<file path="config.mk">
export PLATFORM = sky130hd
export DESIGN_NAME = axis_traffic_gen
export DESIGN_NICKNAME = d
export VERILOG_FILES = /design/src/rtl/axis_traffic_gen_pkg.sv /design/src/rtl/axis_gen_pattern.sv /design/src/rtl/axis_traffic_gen.sv
export SDC_FILE = /design/constraint.sdc
export NUM_CORES = 1
export LEC_CHECK = 0
export CAP_MARGIN = 20
export CORE_ASPECT_RATIO = 0.7
export CORE_MARGIN = 2
export CORE_UTILIZATION = 30
export DETAILED_ROUTE_END_ITERATION = 6
export DONT_BUFFER_PORTS = 1
export HOLD_SLACK_MARGIN = 0.02
export SYNTH_ARGS = -nofsm -noshare
export SYNTH_HDL_FRONTEND = slang
export SYNTH_HIERARCHICAL = 1
export SYNTH_SLANG_ARGS = --single-unit
</file>
<file path="constraint.sdc">
create_clock -name ap_clk -period 4.05 [get_ports ap_clk]
set_input_delay 0.81 -clock ap_clk [delete_from_list [all_inputs] [get_ports ap_clk]]
set_output_delay 0.81 -clock ap_clk [all_outputs]
set_load 0.1 [all_outputs]
</file>
<file path="src/rtl/axis_traffic_gen_pkg.sv">
// Shared definitions for the AXI-Stream traffic generator: register offsets,
// control codes, read filler, FSM state type and the last-beat predicate.
package axis_traffic_gen_pkg;

    localparam logic [15:0] ADDR_CONTROL    = 16'h0010;
    localparam logic [15:0] ADDR_STATUS     = 16'h0014;
    localparam logic [15:0] ADDR_TARGET     = 16'h0018;
    localparam logic [15:0] ADDR_GAP        = 16'h001C;
    localparam logic [15:0] ADDR_SEED       = 16'h0020;
    localparam logic [15:0] ADDR_SENT_LO    = 16'h0024;
    localparam logic [15:0] ADDR_SENT_HI    = 16'h0028;
    localparam logic [15:0] ADDR_STALL_LO   = 16'h002C;
    localparam logic [15:0] ADDR_STALL_HI   = 16'h0030;
    localparam logic [15:0] ADDR_DATA_BYTES = 16'h0034;

    localparam logic [31:0] CMD_STOP  = 32'd0;
    localparam logic [31:0] CMD_START = 32'd1;
    localparam logic [31:0] CMD_CLEAR = 32'd2;

    localparam logic [31:0] RD_FILLER      = 32'h1234dead;
    localparam logic [31:0] PAT_LFSR_MASK  = 32'h80200003;

    typedef enum logic [1:0] {
        ST_IDLE,
        ST_SEND,
        ST_GAP,
        ST_DONE
    } gen_state_t;

    // True when the beat with run index 'count' is the final one of a bounded run.
    function automatic logic is_last(input logic [31:0] target, input logic [31:0] count);
        return (target != 32'd0) && ((count + 32'd1) == target);
    endfunction

endpackage

</file>
<file path="src/rtl/axis_gen_pattern.sv">
// Pattern word source for the traffic generator. Incrementing by default;
// AXIS_GEN_LFSR_EN selects a 32-bit Galois LFSR instead.
module axis_gen_pattern
    import axis_traffic_gen_pkg::*;
(
    input  logic        i_clk,
    input  logic        i_rst_n,
    input  logic        i_load,
    input  logic        i_step,
    input  logic [31:0] i_seed,
    output logic [31:0] o_word
);

    logic [31:0] r_word;
    logic [31:0] w_load_val;
    logic [31:0] w_next;

`ifdef AXIS_GEN_LFSR_EN
    // An all-zero LFSR would lock up, so a zero seed starts at 1.
    assign w_load_val = (i_seed == 32'd0) ? 32'd1 : i_seed;
    assign w_next     = r_word[0] ? ((r_word >> 1) ^ PAT_LFSR_MASK) : (r_word >> 1);
`else
    assign w_load_val = i_seed;
    assign w_next     = r_word + 32'd1;
`endif

    always_ff @(posedge i_clk or negedge i_rst_n) begin
        if (!i_rst_n) begin
            r_word <= 32'd0;
        end else if (i_load) begin
            r_word <= w_load_val;
        end else if (i_step) begin
            r_word <= w_next;
        end
    end

    assign o_word = r_word;

endmodule

</file>
<file path="src/rtl/axis_traffic_gen.sv">
// AXI-Stream traffic source with AXI-Lite control: programmable run length,
// inter-beat gap and seed; counts sent beats and stall cycles. See AXIS_GEN_LFSR_EN.
module axis_traffic_gen
    import axis_traffic_gen_pkg::*;
#(
    parameter int DATA_BYTES = 64,
    parameter int CTRL_BYTES = 4
) (
    input  logic                    ap_clk,
    input  logic                    ap_rst_n,
    input  logic                    s_axi_control_awvalid,
    output logic                    s_axi_control_awready,
    input  logic [15:0]             s_axi_control_awaddr,
    input  logic                    s_axi_control_wvalid,
    output logic                    s_axi_control_wready,
    input  logic [CTRL_BYTES*8-1:0] s_axi_control_wdata,
    input  logic [CTRL_BYTES-1:0]   s_axi_control_wstrb,
    output logic                    s_axi_control_bvalid,
    input  logic                    s_axi_control_bready,
    output logic [1:0]              s_axi_control_bresp,
    input  logic                    s_axi_control_arvalid,
    output logic                    s_axi_control_arready,
    input  logic [15:0]             s_axi_control_araddr,
    output logic                    s_axi_control_rvalid,
    input  logic                    s_axi_control_rready,
    output logic [CTRL_BYTES*8-1:0] s_axi_control_rdata,
    output logic [1:0]              s_axi_control_rresp,
    output logic [DATA_BYTES*8-1:0] m_axis_tdata,
    output logic                    m_axis_tvalid,
    input  logic                    m_axis_tready,
    output logic                    m_axis_tlast
);

    logic                    r_bvalid;
    logic                    r_rvalid;
    logic [CTRL_BYTES*8-1:0] r_rdata;
    logic [15:0]             r_aw_addr;
    logic [31:0]             r_control;
    logic [31:0]             r_target;
    logic [31:0]             r_gap;
    logic [31:0]             r_seed;
    logic [31:0]             r_run_cnt;
    logic [31:0]             r_gap_cnt;
    logic [63:0]             r_sent;
    logic [63:0]             r_stall;
    gen_state_t              r_state;
    logic                    r_tvalid;
    logic                    r_tlast;
    logic                    r_stop_pend;
    logic                    r_clr_pend;

    logic        w_aw_hs;
    logic        w_w_hs;
    logic        w_ar_hs;
    logic        w_beat_hs;
    logic [15:0] w_wr_addr;
    logic        w_ctrl_wr;
    logic        w_cmd_start;
    logic        w_cmd_stop;
    logic        w_cmd_clear;
    logic        w_start_go;
    logic        w_busy;
    logic [31:0] w_pattern;
    logic        w_unused;

    assign s_axi_control_awready = !r_bvalid;
    assign s_axi_control_wready  = !r_bvalid;
    assign s_axi_control_bvalid  = r_bvalid;
    assign s_axi_control_bresp   = 2'b00;
    assign s_axi_control_arready = !r_rvalid;
    assign s_axi_control_rvalid  = r_rvalid;
    assign s_axi_control_rdata   = r_rdata;
    assign s_axi_control_rresp   = 2'b00;
    assign w_unused              = &{1'b0, s_axi_control_wstrb};

    assign w_aw_hs   = s_axi_control_awvalid & s_axi_control_awready;
    assign w_w_hs    = s_axi_control_wvalid & s_axi_control_wready;
    assign w_ar_hs   = s_axi_control_arvalid & s_axi_control_arready;
    assign w_beat_hs = r_tvalid & m_axis_tready;

    // A simultaneous AW takes precedence over a previously latched address.
    assign w_wr_addr   = w_aw_hs ? s_axi_control_awaddr : r_aw_addr;
    assign w_ctrl_wr   = w_w_hs && (w_wr_addr == ADDR_CONTROL);
    assign w_cmd_start = w_ctrl_wr && (s_axi_control_wdata == CMD_START);
    assign w_cmd_stop  = w_ctrl_wr && (s_axi_control_wdata == CMD_STOP);
    assign w_cmd_clear = w_ctrl_wr && (s_axi_control_wdata == CMD_CLEAR);
    assign w_start_go  = w_cmd_start && ((r_state == ST_IDLE) || (r_state == ST_DONE));
    assign w_busy      = (r_state == ST_SEND) || (r_state == ST_GAP);

    always_ff @(posedge ap_clk or negedge ap_rst_n) begin
        if (!ap_rst_n) begin
            r_bvalid  <= 1'b0;
            r_aw_addr <= 16'd0;
            r_control <= 32'd0;
            r_target  <= 32'd0;
            r_gap     <= 32'd0;
            r_seed    <= 32'd0;
        end else begin
            if (w_aw_hs && !w_w_hs) begin
                r_aw_addr <= s_axi_control_awaddr;
            end
            if (w_w_hs) begin
                r_bvalid <= 1'b1;
                case (w_wr_addr)
                    ADDR_CONTROL: r_control <= s_axi_control_wdata;
                    ADDR_TARGET:  r_target  <= s_axi_control_wdata;
                    ADDR_GAP:     r_gap     <= s_axi_control_wdata;
                    ADDR_SEED:    r_seed    <= s_axi_control_wdata;
                    default:      ;
                endcase
            end else if (s_axi_control_bready) begin
                r_bvalid <= 1'b0;
            end
        end
    end

    always_ff @(posedge ap_clk or negedge ap_rst_n) begin
        if (!ap_rst_n) begin
            r_rvalid <= 1'b0;
            r_rdata  <= '0;
        end else if (w_ar_hs) begin
            r_rvalid <= 1'b1;
            case (s_axi_control_araddr)
                ADDR_CONTROL:    r_rdata <= r_control;
                ADDR_STATUS:     r_rdata <= {30'd0, (r_state == ST_DONE), w_busy};
                ADDR_TARGET:     r_rdata <= r_target;
                ADDR_GAP:        r_rdata <= r_gap;
                ADDR_SEED:       r_rdata <= r_seed;
                ADDR_SENT_LO:    r_rdata <= r_sent[31:0];
                ADDR_SENT_HI:    r_rdata <= r_sent[63:32];
                ADDR_STALL_LO:   r_rdata <= r_stall[31:0];
                ADDR_STALL_HI:   r_rdata <= r_stall[63:32];
                ADDR_DATA_BYTES: r_rdata <= 32'(DATA_BYTES);
                default:         r_rdata <= RD_FILLER;
            endcase
        end else if (s_axi_control_rready) begin
            r_rvalid <= 1'b0;
        end
    end

    // Run-control FSM; counter zeroing for clear is placed last so it wins.
    always_ff @(posedge ap_clk or negedge ap_rst_n) begin
        if (!ap_rst_n) begin
            r_state     <= ST_IDLE;
            r_tvalid    <= 1'b0;
            r_tlast     <= 1'b0;
            r_stop_pend <= 1'b0;
            r_clr_pend  <= 1'b0;
            r_run_cnt   <= 32'd0;
            r_gap_cnt   <= 32'd0;
            r_sent      <= 64'd0;
            r_stall     <= 64'd0;
        end else begin
            if (r_tvalid && !m_axis_tready) begin
                r_stall <= r_stall + 64'd1;
            end
            case (r_state)
                ST_IDLE, ST_DONE: begin
                    if (w_start_go) begin
                        r_state     <= ST_SEND;
                        r_tvalid    <= 1'b1;
                        r_tlast     <= is_last(r_target, 32'd0);
                        r_run_cnt   <= 32'd0;
                        r_stop_pend <= 1'b0;
                        r_clr_pend  <= 1'b0;
                    end else if (w_cmd_clear) begin
                        r_state   <= ST_IDLE;
                        r_sent    <= 64'd0;
                        r_stall   <= 64'd0;
                        r_run_cnt <= 32'd0;
                    end else if (w_cmd_stop) begin
                        r_state <= ST_IDLE;
                    end
                end
                ST_SEND: begin
                    if (w_beat_hs) begin
                        r_sent    <= r_sent + 64'd1;
                        r_run_cnt <= r_run_cnt + 32'd1;
                        if (r_stop_pend || r_clr_pend || w_cmd_stop || w_cmd_clear) begin
                            r_state     <= ST_IDLE;
                            r_tvalid    <= 1'b0;
                            r_tlast     <= 1'b0;
                            r_stop_pend <= 1'b0;
                            r_clr_pend  <= 1'b0;
                            if (r_clr_pend || w_cmd_clear) begin
                                r_sent    <= 64'd0;
                                r_stall   <= 64'd0;
                                r_run_cnt <= 32'd0;
                            end
                        end else if (r_tlast) begin
                            r_state  <= ST_DONE;
                            r_tvalid <= 1'b0;
                            r_tlast  <= 1'b0;
                        end else if (r_gap != 32'd0) begin
                            r_state   <= ST_GAP;
                            r_gap_cnt <= r_gap;
                            r_tvalid  <= 1'b0;
                            r_tlast   <= 1'b0;
                        end else begin
                            r_tlast <= is_last(r_target, r_run_cnt + 32'd1);
                        end
                    end else begin
                        if (w_cmd_stop) begin
                            r_stop_pend <= 1'b1;
                        end
                        if (w_cmd_clear) begin
                            r_clr_pend <= 1'b1;
                        end
                    end
                end
                ST_GAP: begin
                    if (w_cmd_stop || w_cmd_clear) begin
                        r_state <= ST_IDLE;
                        if (w_cmd_clear) begin
                            r_sent    <= 64'd0;
                            r_stall   <= 64'd0;
                            r_run_cnt <= 32'd0;
                        end
                    end else if (r_gap_cnt <= 32'd1) begin
                        r_state  <= ST_SEND;
                        r_tvalid <= 1'b1;
                        r_tlast  <= is_last(r_target, r_run_cnt);
                    end else begin
                        r_gap_cnt <= r_gap_cnt - 32'd1;
                    end
                end
                default: begin
                    r_state  <= ST_IDLE;
                    r_tvalid <= 1'b0;
                    r_tlast  <= 1'b0;
                end
            endcase
        end
    end

    axis_gen_pattern u_pattern (
        .i_clk   (ap_clk),
        .i_rst_n (ap_rst_n),
        .i_load  (w_start_go),
        .i_step  (w_beat_hs),
        .i_seed  (r_seed),
        .o_word  (w_pattern)
    );

    for (genvar gi = 0; gi < DATA_BYTES / 4; gi++) begin : g_lane
        assign m_axis_tdata[gi*32 +: 32] = w_pattern;
    end

    assign m_axis_tvalid = r_tvalid;
    assign m_axis_tlast  = r_tlast;

endmodule

</file>
# Yosys cells after proc, flatten, opt, wreduce, memory -nomap -nowiden
# Cells that the tools add are included.
[totals] mem_count=0 latch_bits=0 input_bits=76 romBits=0 wordCells=181 regBits=408 mem_bits_rw=0 output_inout_bits=555
[classes] eq_ne=38 shift=0 n_lt_le_gt_ge=1 mul=0 bitwise_logic=4 n_mux=71 div_mod_pow=0 n_reduce_logical=43 add_sub_neg=6
[ops] op="$mux W64" n=13
[ops] op="$mux W32" n=14
[ops] op="$pmux W64 S3" n=2
[ops] op="$pmux W32 S10" n=1
[ops] op="$add A64 B1 Y64 const B" n=2
[ops] op="$eq A16 B5 Y1 const B" n=7
[ops] op="$eq A16 B6 Y1 const B" n=7
[ops] op="$add A32 B1 Y32 const B" n=3
[ops] op="$pmux W32 S3" n=1
[ops] op="$eq A32 B32 Y1" n=2
[ops] op="$pmux W32 S2" n=1
[ops] op="$reduce_bool A32 Y1" n=2
[ops] op="$eq A1 B32 Y1 const A" n=1
[ops] op="$eq A32 B1 Y1 const B" n=1
[ops] op="$eq A32 B2 Y1 const B" n=1
[ops] op="$le A32 B1 Y1 const B" n=1
[ops] op="$logic_not A32 Y1" n=1
[ops] op="$sub A32 B1 Y32 const B" n=1
[ops] op="$mux W1" n=24
[ops] op="$mux W2" n=9
[ops] op="$mux W16" n=1
[ops] op="$reduce_and A4 Y1" n=4
[ops] op="$logic_and A1 B1 Y1" n=10
[ops] op="$ne A2 B1 Y1 const B" n=5
[ops] op="other kinds (21)" n=49

# Logic depth before layout (Yosys ltp)
# Gate-level depths: netlist of run 1.
[depth] depth_word=11 mapped_depth=14 ltp_nobuf=12

# Hierarchy
# Netlist of run 1, hierarchy kept.
[modules_own_cells] module="axis_traffic_gen" instances=1 area_each_um2=24521.0 cells_per_inst=2679 seq_area_each_um2=9409.0
[modules_own_cells] module="axis_gen_pattern" instances=1 area_each_um2=1966.9 cells_per_inst=219 seq_area_each_um2=800.8

# Least setup slack after synthesis of run 1
# No wires, ideal clock.
[synth_timing] path_kind="reg2reg" startpoint="reg r_tvalid (netlist: m_axis_tvalid)" endpoint="reg r_stall[62]" slack_ns=-0.166 arrival_ns=4.084 period_less_slack_ns=4.216 stages_incl_launch_ff=13 n_path_buf=2 setup_time_ns=0.132 t_required_ns=3.918 cell_sequence="dfrtp_1 -> and2b_1 -> nand2_1 -> or4_1 -> or4b_1 -> clkbuf_1 -> or4_1 -> or3_1 -> clkbuf_1 -> nor2_1 -> nand4_1 -> xor2_1 -> nor2_1"
[synth_via] elab_chain_cells=6 word_cells_on_any_way=10 cone_classes="mux: 8; bitwise: 1; reduce/logical: 1"
[synth_rtl] item="start: declaration" line="axis_traffic_gen.sv:47" source="logic r_tvalid;"
[synth_rtl] item="start signal: assignment" line="axis_traffic_gen.sv:145" source="r_tvalid <= 1'b0;"
[synth_rtl] item="start signal: assignment" line="axis_traffic_gen.sv:161" source="r_tvalid <= 1'b1;"
[synth_rtl] item="start signal: assignment" line="axis_traffic_gen.sv:181" source="r_tvalid <= 1'b0;"
[synth_rtl] item="$logic_and A1 B1 Y1" line="axis_traffic_gen.sv:154" source="if (r_tvalid && !m_axis_tready) begin"
[synth_rtl] item="$mux W64" line="axis_traffic_gen.sv:154"
[synth_rtl] item="$mux W64" line="axis_traffic_gen.sv:185" source="if (r_clr_pend || w_cmd_clear) begin"
[synth_rtl] item="$mux W64" line="axis_traffic_gen.sv:179" source="if (r_stop_pend || r_clr_pend || w_cmd_stop || w_cmd_clear) begin"
[synth_rtl] item="$mux W64" line="axis_traffic_gen.sv:176" source="if (w_beat_hs) begin"
[synth_rtl] item="$pmux W64 S3 (*)" line="axis_traffic_gen.sv:157" source="case (r_state)"
[synth_rtl] item="end signal: assignment" line="axis_traffic_gen.sv:155" source="r_stall <= r_stall + 64'd1;"
[synth_rtl] item="end: declaration" line="axis_traffic_gen.sv:45" source="logic [63:0] r_stall;"
# Mark *: on every way between the ends. The rest lies on a longest branch, timed or not.
# A chain may end at the register's enable or synchronous reset.

# Final worst setup path of run 1
[layout_timing] startpoint="reg r_run_cnt[1]" endpoint="reg r_tlast (netlist: m_axis_tlast)"
[layout_via] elab_chain_cells=9 word_cells_on_any_way=13 cone_classes="add/sub: 2; eq/ne: 2; mux: 7; reduce/logical: 2"
[layout_rtl] item="start: declaration" line="axis_traffic_gen.sv:42" source="logic [31:0] r_run_cnt;"
[layout_rtl] item="start signal: assignment" line="axis_traffic_gen.sv:178" source="r_run_cnt <= r_run_cnt + 32'd1;"
[layout_rtl] item="$add A32 B1 Y32 (*)" line="axis_traffic_gen_pkg.sv:32, axis_traffic_gen.sv:200"
[layout_rtl] item="$add A32 B1 Y32" line="axis_traffic_gen_pkg.sv:32" source="return (target != 32'd0) && ((count + 32'd1) == target);"
[layout_rtl] item="$eq A32 B32 Y1" line="axis_traffic_gen_pkg.sv:32"
[layout_rtl] item="$logic_and A1 B1 Y1" line="axis_traffic_gen_pkg.sv:32"
[layout_rtl] item="$mux W1" line="axis_traffic_gen.sv:194" source="end else if (r_gap != 32'd0) begin"
[layout_rtl] item="$mux W1" line="axis_traffic_gen.sv:190" source="end else if (r_tlast) begin"
[layout_rtl] item="$mux W1" line="axis_traffic_gen.sv:179"
[layout_rtl] item="$mux W1" line="axis_traffic_gen.sv:176"
[layout_rtl] item="$pmux W1 S3 (*)" line="axis_traffic_gen.sv:157"
[layout_rtl] item="end signal: assignment" line="axis_traffic_gen.sv:162" source="r_tlast <= is_last(r_target, 32'd0);"
[layout_rtl] item="end signal: assignment" line="axis_traffic_gen.sv:200" source="r_tlast <= is_last(r_target, r_run_cnt + 32'd1);"
[layout_rtl] item="end signal: assignment" line="axis_traffic_gen.sv:222" source="r_tlast <= is_last(r_target, r_run_cnt);"
[layout_rtl] item="end: declaration" line="axis_traffic_gen.sv:48" source="logic r_tlast;"
# Mark *: on every way between the ends. The rest lies on a longest branch, timed or not. The select of a mux whose other input is x is not followed.

==> summary.txt, run 1 <==
Critical path
  – Arrival @ worst endpoint: 4.38 ns
  – Worst setup path class: register to register
  – Crit-path slowest cell: or4_1
  – Buf/Inv on CP: 0
  – R2r worst-path depth: 11
  – Crit path cell chain: ha_1 -> nand4_1 -> nor4_4 -> xnor2_1 -> or4b_1 -> or4_1 -> or4_4 -> mux2i_1 -> nor3b_1 -> o21bai_1 -> o21ai_1
  – CP delay by family, top: simple AND/OR/NAND/NOR gates
  – Reg-to-Reg End: m_axis_tlast$_DFFE_PN0P_
  – Worst r2r src: r_run_cnt[1]$_DFFE_PN0P_
  – Flop-to-flop setup slack: 0.18 ns
  – Critical path peak fanout: 5
  – Startpoint types: register
  – Critical path endpoint category: register
  – Req. time, crit path: 4.57 ns
  – CP peak stage delay: 0.66 ns

STA
  – Pins Over Slew Limit: 0
  – Max-slew headroom: 15.1%
  – Slew @ Worst Pin: 1.27 ns
  – Final setup margin: 0.184 ns
  – Max Clock Skew: 0.0275 ns
  – Final hold viol count: 13
  – Final hold slack: -0.0501 ns
  – Min Clock Period, post-route: 3.87 ns
  – Setup violations, final: 0
  – Fmax: 259 MHz
  – Setup TNS: 0 ns
  – Tcrit/Tclk final: 95.5%

Floorplanning
  – IO Count: 631
  – Die span in y: 253 um
  – Initial cell density of the core: 30.2%
  – Core Area: 87800 sq um
  – Die ar.: 90700 sq um
  – Chip Width: 359 um
  – Row count: 91

Synth
  – Synth area leaders: dfrtp_1 (39%), buf_4 (14%), mux2_2 (5.9%)
  – Commonest cells post-synth: buf_4 (487), dfrtp_1 (408), nor2_1 (243)
  – Post-Synthesis Cells: 2898
  – Seq/Total Area, Yosys: 38.5%
  – Number of flops mapped to enable cells by yosys: 0
  – Post-synth top area cell: dfrtp_1
  – Synth cell types: 85
  – Number of synthesized register bits: 408
  – Yosys top cell area share: 38.5%
  – Syn Area/Cell: 9.14 sq um
  – Ys Warns: 6
  – Ys flop type: dfrtp_1
  – Post-synth ARST share: 100%
  – Cell Area, Synth: 26500 sq um
  – Count leader, synth: buf_4

Detailed routing
  – Post-Route WL: 97400 um
  – Routed via count: 21500
  – First-pass DRT Iterations: 6
  – Drt wl/cell: 26.0 um
  – Drt drc: 0
  – Post-DRT Antenna Nets: 0
  – Drt via density: 5.73
  – 1st-iter DRT viols: 2912

GRT
  – Initial antenna violation count: 1
  – Met3 GRT Util: 5.33%
  – Busiest grt layer: met1
  – Routing usage on met1: 30.9%
  – Vias in the first global route: 19400
  – Total Routing Usage GR: 20.7%
  – Global-route wire length before repair: 141000 um
  – GRT overflow: 0
  – Largest net degree at the start of global routing: 409
  – Met2 Track Usage GR: 29.4%

Clock tree
  – Bufs on Longest Clock Path: 3
  – Clk_lat worst skew: 0.59 ns
  – CTS root buf: clkbuf_16
  – CTS tree: done
  – Num Clock Sinks: 408
  – Postcts setup bufs: 0
  – Cts bufs inserted: 42
  – H-tree depth: 2
  – Clk pin slew, worst setup/hold paths: 0.07 ns

Placement
  – DP Worst Slack: -0.122 ns
  – Placed Instance Area: 27100 sq um
  – PortBufs: 0
  – Gpl congestion: 0.961
  – Placed cells: 3663
  – HPWL after DPL: 72500 um

Status
  – Status: finished, violations left
  – Failing checks: negative hold slack

Pwr
  – Leakage power: 11.6 nW
  – Pwr/cell area: 501 nW/um^2
  – Peak VDD IR: 0.000540 V

Final layout
  – FILL cells: 8877
  – Area grow syn2layout: 7.58%
  – Nets: 2634
  – Ratio of cells with drive above 1 in the final layout: 19.8%
  – Cell Count, Final, Fillers Out: 3743
  – Fin area: 28500 sq um
  – Final Core Density: 32.5%

Job
  – Max Cap Viol: 0

Hold path
  – Hold crit path type: input pin to asynchronous set/reset pin
## registers in the layout, summed over array words and instances (netlist names)
register              count
r_seed                   32
r_stall                  64
r_stop_pend               1
r_control                32
m_axis_tlast              1
r_sent                   64
r_gap_cnt                32
r_target                 32
m_axis_tvalid             1
r_gap                    32
s_axi_control_rdata      32
r_run_cnt                32
r_clr_pend                1
r_aw_addr                16
s_axi_control_bvalid      1
r_state                   2
u_pattern/o_word         32
s_axi_control_rvalid      1
## report_power, final
part           internal (mW)  switching [mW]  leakage, nW
Sequential              4.29           0.522         5.24
Combinational          0.687            4.73         5.69
Clock                   2.27            1.78        0.679
Total                   7.24            7.03         11.6
## layer usage
layer / vias up / part of all wire [%]
met3: 129 / 12
met4: 2 / 2.7
li1: 9240 / -
met5: - / 0.021
met1: 10800 / 44
met2: 1275 / 42
## layout by cell type, fill, tap and decap left out, types with 77 or more instances in the layout
cell type	Yosys	routed
buf_4	487	138
nand2_1	185	185
nand4_1	77	77
xnor2_1	97	97
a21oi_1	84	84
xor2_1	86	86
nand3_1	91	90
nor2_1	243	234
o21ai_0	154	154
dfrtp_1	408	375
mux2_2	139	139
## worst max-delay path by stage
| stage | start | to | slack, ns | depth (start not counted) |
|---|---|---|---|---|
| 2_1_floorplan | m_axis_tready | r_stall[62]$_DFF_PN0_ | 0.02 | 12 |
| 3_3_place_gp | s_axi_control_wdata[26] | r_sent[63]$_DFFE_PN0P_ | -0.06 | 11 |
| 3_5_place_dp | s_axi_control_wdata[26] | r_sent[56]$_DFFE_PN0P_ | -0.12 | 13 |
| 4_1_cts | r_run_cnt[1]$_DFFE_PN0P_ | m_axis_tlast$_DFFE_PN0P_ | 0.11 | 12 |
| 5_1_grt | r_run_cnt[1]$_DFFE_PN0P_ | m_axis_tlast$_DFFE_PN0P_ | -0.00008 | 12 |
| 6_report | r_run_cnt[1]$_DFFE_PN0P_ | m_axis_tlast$_DFFE_PN0P_ | 0.18 | 11 |
## worst reg2reg max path, stage by stage, from the launching register on
cell and delay, ns:
dfrtp_1 0.43, ha_1 0.30, nand4_1 0.21, nor4_4 0.28, xnor2_1 0.13, or4b_1 0.58, or4_1 0.66, or4_4 0.55
mux2i_1 0.14, nor3b_1 0.24, o21bai_1 0.15, o21ai_1 0.14
## stage by stage
step / power [mW] / hold WS [ns]
CTS: 14.3 / -0.0678
global placement: 10.3 / 0.477
global route: 14.6 / -0.0727
floorplan: 10.1 / 0.450
detailed placement: 10.3 / 0.489
finish: 14.3 / -0.0501
## cells by family after synthesis
logic type / count (synthesis) / share of synthesized area (%)
XOR/XNOR: 184 / 6.14
other: 1 / 0.0142
flip-flops: 408 / 38.5
AND/OR/NAND/NOR: 931 / 18.4
buffers and inverters: 663 / 16.4
multiplexers: 148 / 6.25
AO/OA/AOI/OAI: 550 / 13.6
adder cells (fa/ha/maj): 13 / 0.614
## area by class of cell
type / count / area (sq um) / share of cell area [%]
Inverter: 39 / 146 / 0.514
Multi-Input combinational cell: 1830 / 12000 / 42.2
Tap cell: 1162 / 1450 / 5.10
Clock buffer: 56 / 1190 / 4.19
Timing Repair Buffer: 224 / 3140 / 11.0
Sequential cell: 408 / 10300 / 36.3
Antenna cell: 7 / 17.5 / 0.0615
Clock inverter: 17 / 194 / 0.681
## repair_timing
action,CTS,global route
hold endpoints to repair,377,177
resized for setup,0,5
setup endpoints to repair,0,1
No activity file was read; power rests on OpenSTA's default activity.
==> run 2, diff against run 1 <==
--- a/config.mk
+++ b/config.mk
@@ -11,6 +11,7 @@
 export CORE_UTILIZATION = 30
 export DETAILED_ROUTE_END_ITERATION = 6
 export DONT_BUFFER_PORTS = 1
+export GPL_TIMING_DRIVEN = 0
 export HOLD_SLACK_MARGIN = 0.02
 export SYNTH_ARGS = -nofsm -noshare
 export SYNTH_HDL_FRONTEND = slang
==> run 2 against run 1 <==
Largest cell class unchanged. Global-route usage increased by 1.7 points. Setup slack got worse by 0.14 ns. Count of clock-buffer cells in the layout unchanged. Via count is 8.8% higher. Clock power rose by 6.4%. Wire length rose by 9.7%. Design area is 7.2% higher. Utilization is 2.3 points higher. Register-to-register slack got worse by 0.14 ns. Clock skew grew 0.027 ns. Critical path type unchanged. Flip-flop and latch count stayed put. Die area unchanged. The flow finishes with violations (negative hold slack, max-slew violations).
==> summary.txt, run 2 (synthesized netlist as in run 1, its figures left out) <==
Status
  – Status: finished, violations left
  – Failing checks: negative hold slack, max-slew violations

Detailed routing
  – Routed via count: 23400 (+8.8%)
  – Drt via density: 5.57 (-2.8%)
  – Post-Route WL: 107000 um (+9.7%)
  – Post-DRT Antenna Nets: 0 (unchanged)
  – Drt drc: 0 (unchanged)
  – Drt wl/cell: 25.5 um (-2.0%)
  – 1st-iter DRT viols: 2673 (-8.2%)
  – First-pass DRT Iterations: 7 (+1)

Clock tree
  – Clk_lat worst skew: 0.62 ns (+0.03 ns)
  – CTS root buf: clkbuf_16
  – CTS tree: done
  – H-tree depth: 2 (unchanged)
  – Num Clock Sinks: 408 (unchanged)
  – Clk pin slew, worst setup/hold paths: 0.07 ns (about the same)
  – Cts bufs inserted: 44 (+4.8%)
  – Bufs on Longest Clock Path: 3 (unchanged)

GRT
  – Largest net degree at the start of global routing: 409 (unchanged)
  – Vias in the first global route: 20700 (+6.7%)
  – Initial antenna violation count: 6 (+5)
  – Total Routing Usage GR: 22.4% (+1.7 points)
  – Global-route wire length before repair: 151000 um (+7.0%)
  – GRT overflow: 0 (unchanged)

Placement
  – PortBufs: 0 (unchanged)
  – HPWL after DPL: 81100 um (+12%)
  – Gpl congestion: 0.958 (-0.26%)
  – Placed cells: 4089 (+12%)

Pwr
  – Net Sw Frac: 48.4% (-0.89 points)
  – Logic gate share of total power: 38.5% (+0.6 points)
  – Leakage power: 13.4 nW (+15%)
  – Pwr/cell area: 486 nW/um^2 (-3.0%)
  – Sequential fraction of design power: 32.5% (-1.2 points)
  – Psw: 7.18 mW (+2.1%)
  – Clock share of power: 29.1% (+0.7 points)
  – Pwr Total: 14.8 mW (+4.0%)
  – Peak VDD IR: 0.000502 V (-7.0%)
  – Pint: 7.66 mW (+5.8%)

STA
  – Fmax: 250 MHz (-3.4%)
  – RSZ-0062 raised after global routing: true
  – Min Clock Period, post-route: 4.00 ns (+0.137 ns)
  – Pins Over Slew Limit: 327 (+327)
  – Max Clock Skew: 0.0546 ns (+0.0272 ns)
  – Final hold viol count: 12 (-1)
  – Slew @ Worst Pin: 2.13 ns (+0.854 ns)
  – Max-slew headroom: -41.9% (-57 points)
  – Final hold slack: -0.0515 ns (-0.00142 ns)
  – Setup violations, final: 0 (unchanged)
  – Tcrit/Tclk final: 98.8% (+3.4 points)

Hold path
  – Hold crit path type: input pin to asynchronous set/reset pin

Floorplanning
  – IO Count: 631 (unchanged)
  – Die span in y: 253 um (unchanged)
  – Core Area: 87800 sq um (unchanged)
  – Row count: 91 (unchanged)
  – Initial cell density of the core: 30.2% (unchanged)
  – Die ar.: 90700 sq um (unchanged)
  – Chip Width: 359 um (unchanged)

Critical path
  – Req. time, crit path: 4.54 ns (-0.03 ns)
  – Critical path endpoint category: register
  – Arrival @ worst endpoint: 4.50 ns (+0.12 ns)
  – Critical path peak fanout: 9 (+4)
  – Startpoint types: register
  – Worst setup path class: register to register

Final layout
  – Nets: 3077 (+17%)
  – FILL cells: 8866 (-0.12%)
  – Ratio of cells with drive above 1 in the final layout: 29.4% (+9.6 points)
  – Most frequent cells in the layout: buf_4 (512), dfrtp_1 (372), nor2_1 (238), nand2_1 (183), o21ai_0 (152)
  – Largest registers: r_sent (64), r_stall (64)
  – Cell Count, Final, Fillers Out: 4190 (+12%)
  – Area grow syn2layout: 15.3%
  – Commonest non-fill, non-tap cell in the layout: buf_4

Job
  – Max Cap Viol: 0 (unchanged)
-- run 2: cell count changes in the layout (fill, tap and decap cells not counted), moves of 12 or more --
cell,before,now
clkbuf_1,5,90
buf_16,51,1
dfrtp_4,32,2
buf_2,0,12
buf_4,138,512
dfrtp_2,1,34
buf_12,35,23
buf_1,0,16
-- run 2: stage by stage --
step,TNS (ns),area [sq um],setup slack (ns),util [%]
3_5_place_dp,-119.98,28500,-1.22,32.5
6_report,0,30500,0.0467,34.8
3_3_place_gp,-147.06,28000,-1.50,31.8
2_1_floorplan,0,26500,0.0187,-
4_1_cts,-0.113,30200,-0.113,34.4
5_1_grt,-0.298,30500,-0.115,34.8
-- run 2: cell type report --
| cell class | count | area, sq um | area share [%] |
|---|---|---|---|
| multi-input cells | 1830 | 12300 | 40.3 |
| plain buffers | 615 | 4190 | 13.7 |
| well taps | 1162 | 1450 | 4.76 |
| flip-flops and latches | 408 | 10300 | 33.6 |
| repair buffers | 50 | 681 | 2.23 |
| clock inverters | 24 | 258 | 0.844 |
| clock buffers | 56 | 1250 | 4.08 |
| diodes | 6 | 15.0 | 0.0492 |
| inverters | 39 | 146 | 0.479 |
-- run 2: metal layers --
metal	track usage, %	wire (um)	vias up
met5	0	34	-
met4	6.09	3050	6
met3	7.52	13400	193
met2	31.7	44000	1373
met1	32.2	46400	11700
li1	-	-	10100
-- run 2: timing repair --
action                                  in CTS  in global routing
pin swaps                                    5                  8
endpoints found under the setup margin     224                134
hold endpoints to repair                   408                223
resized for setup                           38                 62
setup buffers                                8                 16
-- run 2: power groups by stage --
stage	Clock (mW)	Combinational, mW	Sequential [mW]
2_1_floorplan	0	5.24	4.88
3_3_place_gp	0	5.39	5.12
3_5_place_dp	0	5.71	4.89
4_1_cts	4.35	5.72	4.82
5_1_grt	4.52	5.81	4.87
6_report	4.31	5.71	4.82
-- run 2: worst max-delay path, stage by stage, from the launching register on --
cell,delay (ns)
dfrtp_2,0.47
ha_1,0.22
nand3_1,0.27
nor4_4,0.33
xnor2_1,0.20
or4b_1,0.52
buf_6,0.17
or4_4,0.56
or4_4,0.53
mux2i_1,0.17
nor3b_1,0.07
o21bai_1,0.27
o21ai_1,0.10
-- run 2: path summary, 6_finish.rpt --
check                                          start  cells after the start  slack [ns]                                   to
min reg2reg                r_run_cnt[31]$_DFFE_PN0P_                      1        0.51            r_run_cnt[31]$_DFFE_PN0P_
max                         r_run_cnt[0]$_DFFE_PN0P_                     12        0.05             m_axis_tlast$_DFFE_PN0P_
min in group ap_clk             s_axi_control_rready                      1        0.31     s_axi_control_rvalid$_DFFE_PN0P_
max in group asynchronous                   ap_rst_n                      0        2.21            m_axis_tvalid$_DFFE_PN0P_
min                                         ap_rst_n                      0       -0.05  s_axi_control_rdata[16]$_DFFE_PN0P_
max reg2reg                 r_run_cnt[0]$_DFFE_PN0P_                     12        0.05             m_axis_tlast$_DFFE_PN0P_
==> run 3, diff against run 2 <==
--- a/config.mk
+++ b/config.mk
@@ -12,7 +12,8 @@
 export DETAILED_ROUTE_END_ITERATION = 6
 export DONT_BUFFER_PORTS = 1
 export GPL_TIMING_DRIVEN = 0
-export HOLD_SLACK_MARGIN = 0.02
+export HOLD_SLACK_MARGIN = 0.05
+export MAX_ROUTING_LAYER = met4
 export SYNTH_ARGS = -nofsm -noshare
 export SYNTH_HDL_FRONTEND = slang
 export SYNTH_HIERARCHICAL = 1
==> run 3 against run 2 <==
The run still ends with negative hold slack, max-slew violations left. Non-clock buffer count increased by 1. Wire length increased by 0.43%. Design area increased by 0.10%. Count of clock-buffer cells in the layout increased by 7. First-iteration DRC count increased by 15%. Maximum frequency increased by 0.57%. Global-route usage increased by 0.72 points. Register-to-register slack improved by 0.02 ns. Clock power decreased by 3%. Sequential power about the same. Sequential share of layout area about the same. Worst hold slack improved by 0.0070 ns. Critical endpoint unchanged. Highest routed layer is now met4.
==> summary.txt, run 3 (synthesized netlist as in run 1, its figures left out) <==
Detailed routing
  – Drt wl/cell: 25.6 um (+0.38%)
  – 1st-iter DRT viols: 3075 (+15%)
  – Post-DRT Antenna Nets: 0 (unchanged)
  – First-pass DRT Iterations: 7 (unchanged)
  – Drt via density: 5.58 (about the same)
  – Drt drc: 0 (unchanged)
  – Routed via count: 23400 (+0.10%)
  – Post-Route WL: 107000 um (+0.43%)

Final layout
  – FILL cells: 8815 (-0.58%)
  – Nets: 3078 (+0.032%)
  – Fin area: 30600 sq um (+0.10%)
  – Commonest non-fill, non-tap cell in the layout: buf_4
  – Area grow syn2layout: 15.4%
  – Largest registers: r_sent (64), r_stall (64)
  – Ratio of cells with drive above 1 in the final layout: 29.5% (+0.12 points)
  – Most frequent cells in the layout: buf_4 (515), dfrtp_1 (371), nor2_1 (237), nand2_1 (184), o21ai_0 (153)
  – Final Core Density: 34.8% (+0.036 points)

Clock tree
  – Clk pin slew, worst setup/hold paths: 0.06 ns (about the same)
  – Clk_lat worst skew: 0.60 ns (-0.02 ns)
  – Bufs on Longest Clock Path: 3 (unchanged)
  – Num Clock Sinks: 408 (unchanged)
  – Cts bufs inserted: 44 (unchanged)
  – CTS root buf: clkbuf_16
  – H-tree depth: 2 (unchanged)
  – CTS tree: done

Pwr
  – Pwr Total: 14.7 mW (-0.78%)
  – Leakage power: 13.3 nW (-0.14%)
  – Pwr/cell area: 482 nW/um^2 (-0.88%)
  – Peak VDD IR: 0.000419 V (-16%)

STA
  – Setup TNS: 0 ns (unchanged)
  – Tcrit/Tclk final: 98.3% (-0.56 points)
  – Pins Over Slew Limit: 130 (-60%)
  – Setup violations, final: 0 (unchanged)
  – Final hold viol count: 42 (+30)
  – Fmax: 251 MHz (+0.57%)
  – Max Clock Skew: 0.0205 ns (-0.0341 ns)
  – Final setup margin: 0.0693 ns (+0.0226 ns)
  – RSZ-0062 raised after global routing: true
  – Max-slew headroom: -8.67% (+33 points)
  – Slew @ Worst Pin: 1.63 ns (-0.498 ns)
  – Min Clock Period, post-route: 3.98 ns (-0.0226 ns)
  – Final hold slack: -0.0446 ns (+0.00698 ns)

GRT
  – Total Routing Usage GR: 23.1% (+0.72 points)
  – Largest net degree at the start of global routing: 409 (unchanged)
  – Vias in the first global route: 20500 (-1.2%)
  – Initial antenna violation count: 8 (+2)
  – Global-route wire length before repair: 151000 um (about the same)
  – GRT overflow: 0 (unchanged)

Status
  – Status: finished, violations left
  – Failing checks: negative hold slack, max-slew violations

Placement
  – HPWL after DPL: 81200 um (about the same)
  – Gpl congestion: 0.966 (+0.79%)
  – Placed Instance Area: 28500 sq um (about the same)
  – DP Worst Slack: -1.24 ns (-0.0109 ns)
  – PortBufs: 0 (unchanged)

Floorplanning
  – Core Area: 87800 sq um (unchanged)
  – Chip Width: 359 um (unchanged)
  – Row count: 91 (unchanged)
  – Die ar.: 90700 sq um (unchanged)
  – Die span in y: 253 um (unchanged)
  – IO Count: 631 (unchanged)
  – Initial cell density of the core: 30.2% (unchanged)

Hold path
  – Hold crit path type: input pin to asynchronous set/reset pin

Critical path
  – Req. time, crit path: 4.55 ns (about the same)
  – Flop-to-flop setup slack: 0.07 ns (+0.02 ns)
  – Startpoint types: register
  – Critical path endpoint category: register
  – Worst setup path class: register to register
  – Reg-to-Reg End: m_axis_tlast$_DFFE_PN0P_
  – Critical path peak fanout: 10 (+1)
  – Worst r2r src: r_run_cnt[0]$_DFFE_PN0P_
  – Arrival @ worst endpoint: 4.48 ns (-0.02 ns)
  – R2r worst-path depth: 12 (unchanged)

Job
  – Max Cap Viol: 0 (unchanged)
[run 3: cell count changes in the layout (fill, tap and decap cells not counted), moves of 2 or more]
cell,delta
clkbuf_8,-3
clkbuf_2,+4
inv_6,-2
buf_4,+3
xnor2_4,+2
clkbuf_1,+5
clkinv_2,-4
diode_2,+4
xnor2_2,-2
clkinvlp_4,-3
clkbuf_16,+2
o21bai_2,+2
[run 3: metal layers]
metal	track usage (%)	vias up	wire length (um)
met5	-	-	0
met4	5.69	0	2780
met3	6.53	153	13100
met2	31.6	1408	44500
met1	33.1	11700	46900
li1	-	10100	-
[run 3: per-stage QoR]
stage	instances	hold WS, ns
after floorplan	2901	0.450
after global placement	4063	0.487
after detailed placement	4089	0.491
after CTS	4169	-0.0655
after global routing	4188	-0.0654
final	4192	-0.0446
[run 3: how the worst max path moves through the flow]
stage	from	slack, ns	to	depth (start not counted)
floorplan	m_axis_tready	0.02	r_stall[62]$_DFF_PN0_	12
global placement	s_axi_control_bvalid$_DFFE_PN0P_	-1.35	r_run_cnt[2]$_DFFE_PN0P_	11
detailed placement	r_run_cnt[0]$_DFFE_PN0P_	-1.24	m_axis_tlast$_DFFE_PN0P_	12
CTS	r_run_cnt[0]$_DFFE_PN0P_	-0.1	m_axis_tlast$_DFFE_PN0P_	13
global route	r_run_cnt[0]$_DFFE_PN0P_	-0.03	m_axis_tlast$_DFFE_PN0P_	13
finish	r_run_cnt[0]$_DFFE_PN0P_	0.07	m_axis_tlast$_DFFE_PN0P_	12
[run 3: area by class of cell]
| class | count | area (sq um) | share of cell area, % |
|---|---|---|---|
| plain buffers | 614 | 4190 | 13.7 |
| clock inverters | 14 | 168 | 0.548 |
| flip-flops and latches | 408 | 10300 | 33.6 |
| diodes | 10 | 25.0 | 0.0818 |
| inverters | 39 | 146 | 0.479 |
| well taps | 1162 | 1450 | 4.75 |
| multi-input cells | 1830 | 12400 | 40.4 |
| clock buffers | 63 | 1280 | 4.20 |
| repair buffers | 52 | 688 | 2.25 |
[run 3: timing repair]
| item | 4_1_cts | 5_1_grt |
|---|---|---|
| setup endpoints to repair | 221 | 136 |
| endpoints found under the hold margin | 408 | 229 |
| resized for setup | 47 | 63 |
| buffers inserted | 8 | 18 |
| gates cloned | 0 | 0 |
| pin swaps | 5 | 17 |
[run 3: worst max-delay path, cell delays in order, from the launching register on]
cell      delay [ns]
dfrtp_2         0.47
ha_1            0.24
nand3_1         0.26
buf_4           0.29
nand4_1         0.28
a21oi_4         0.34
o211ai_1        0.25
or4_4           0.56
or4_4           0.53
mux2i_1         0.15
nor3b_2         0.24
o21bai_2        0.10
o21ai_1         0.15
[run 3: report_power, final]
group | switching [mW] | internal [mW]
sequential | 0.540 | 4.27
clock | 1.79 | 2.40
combinational | 4.77 | 0.953
total | 7.11 | 7.62
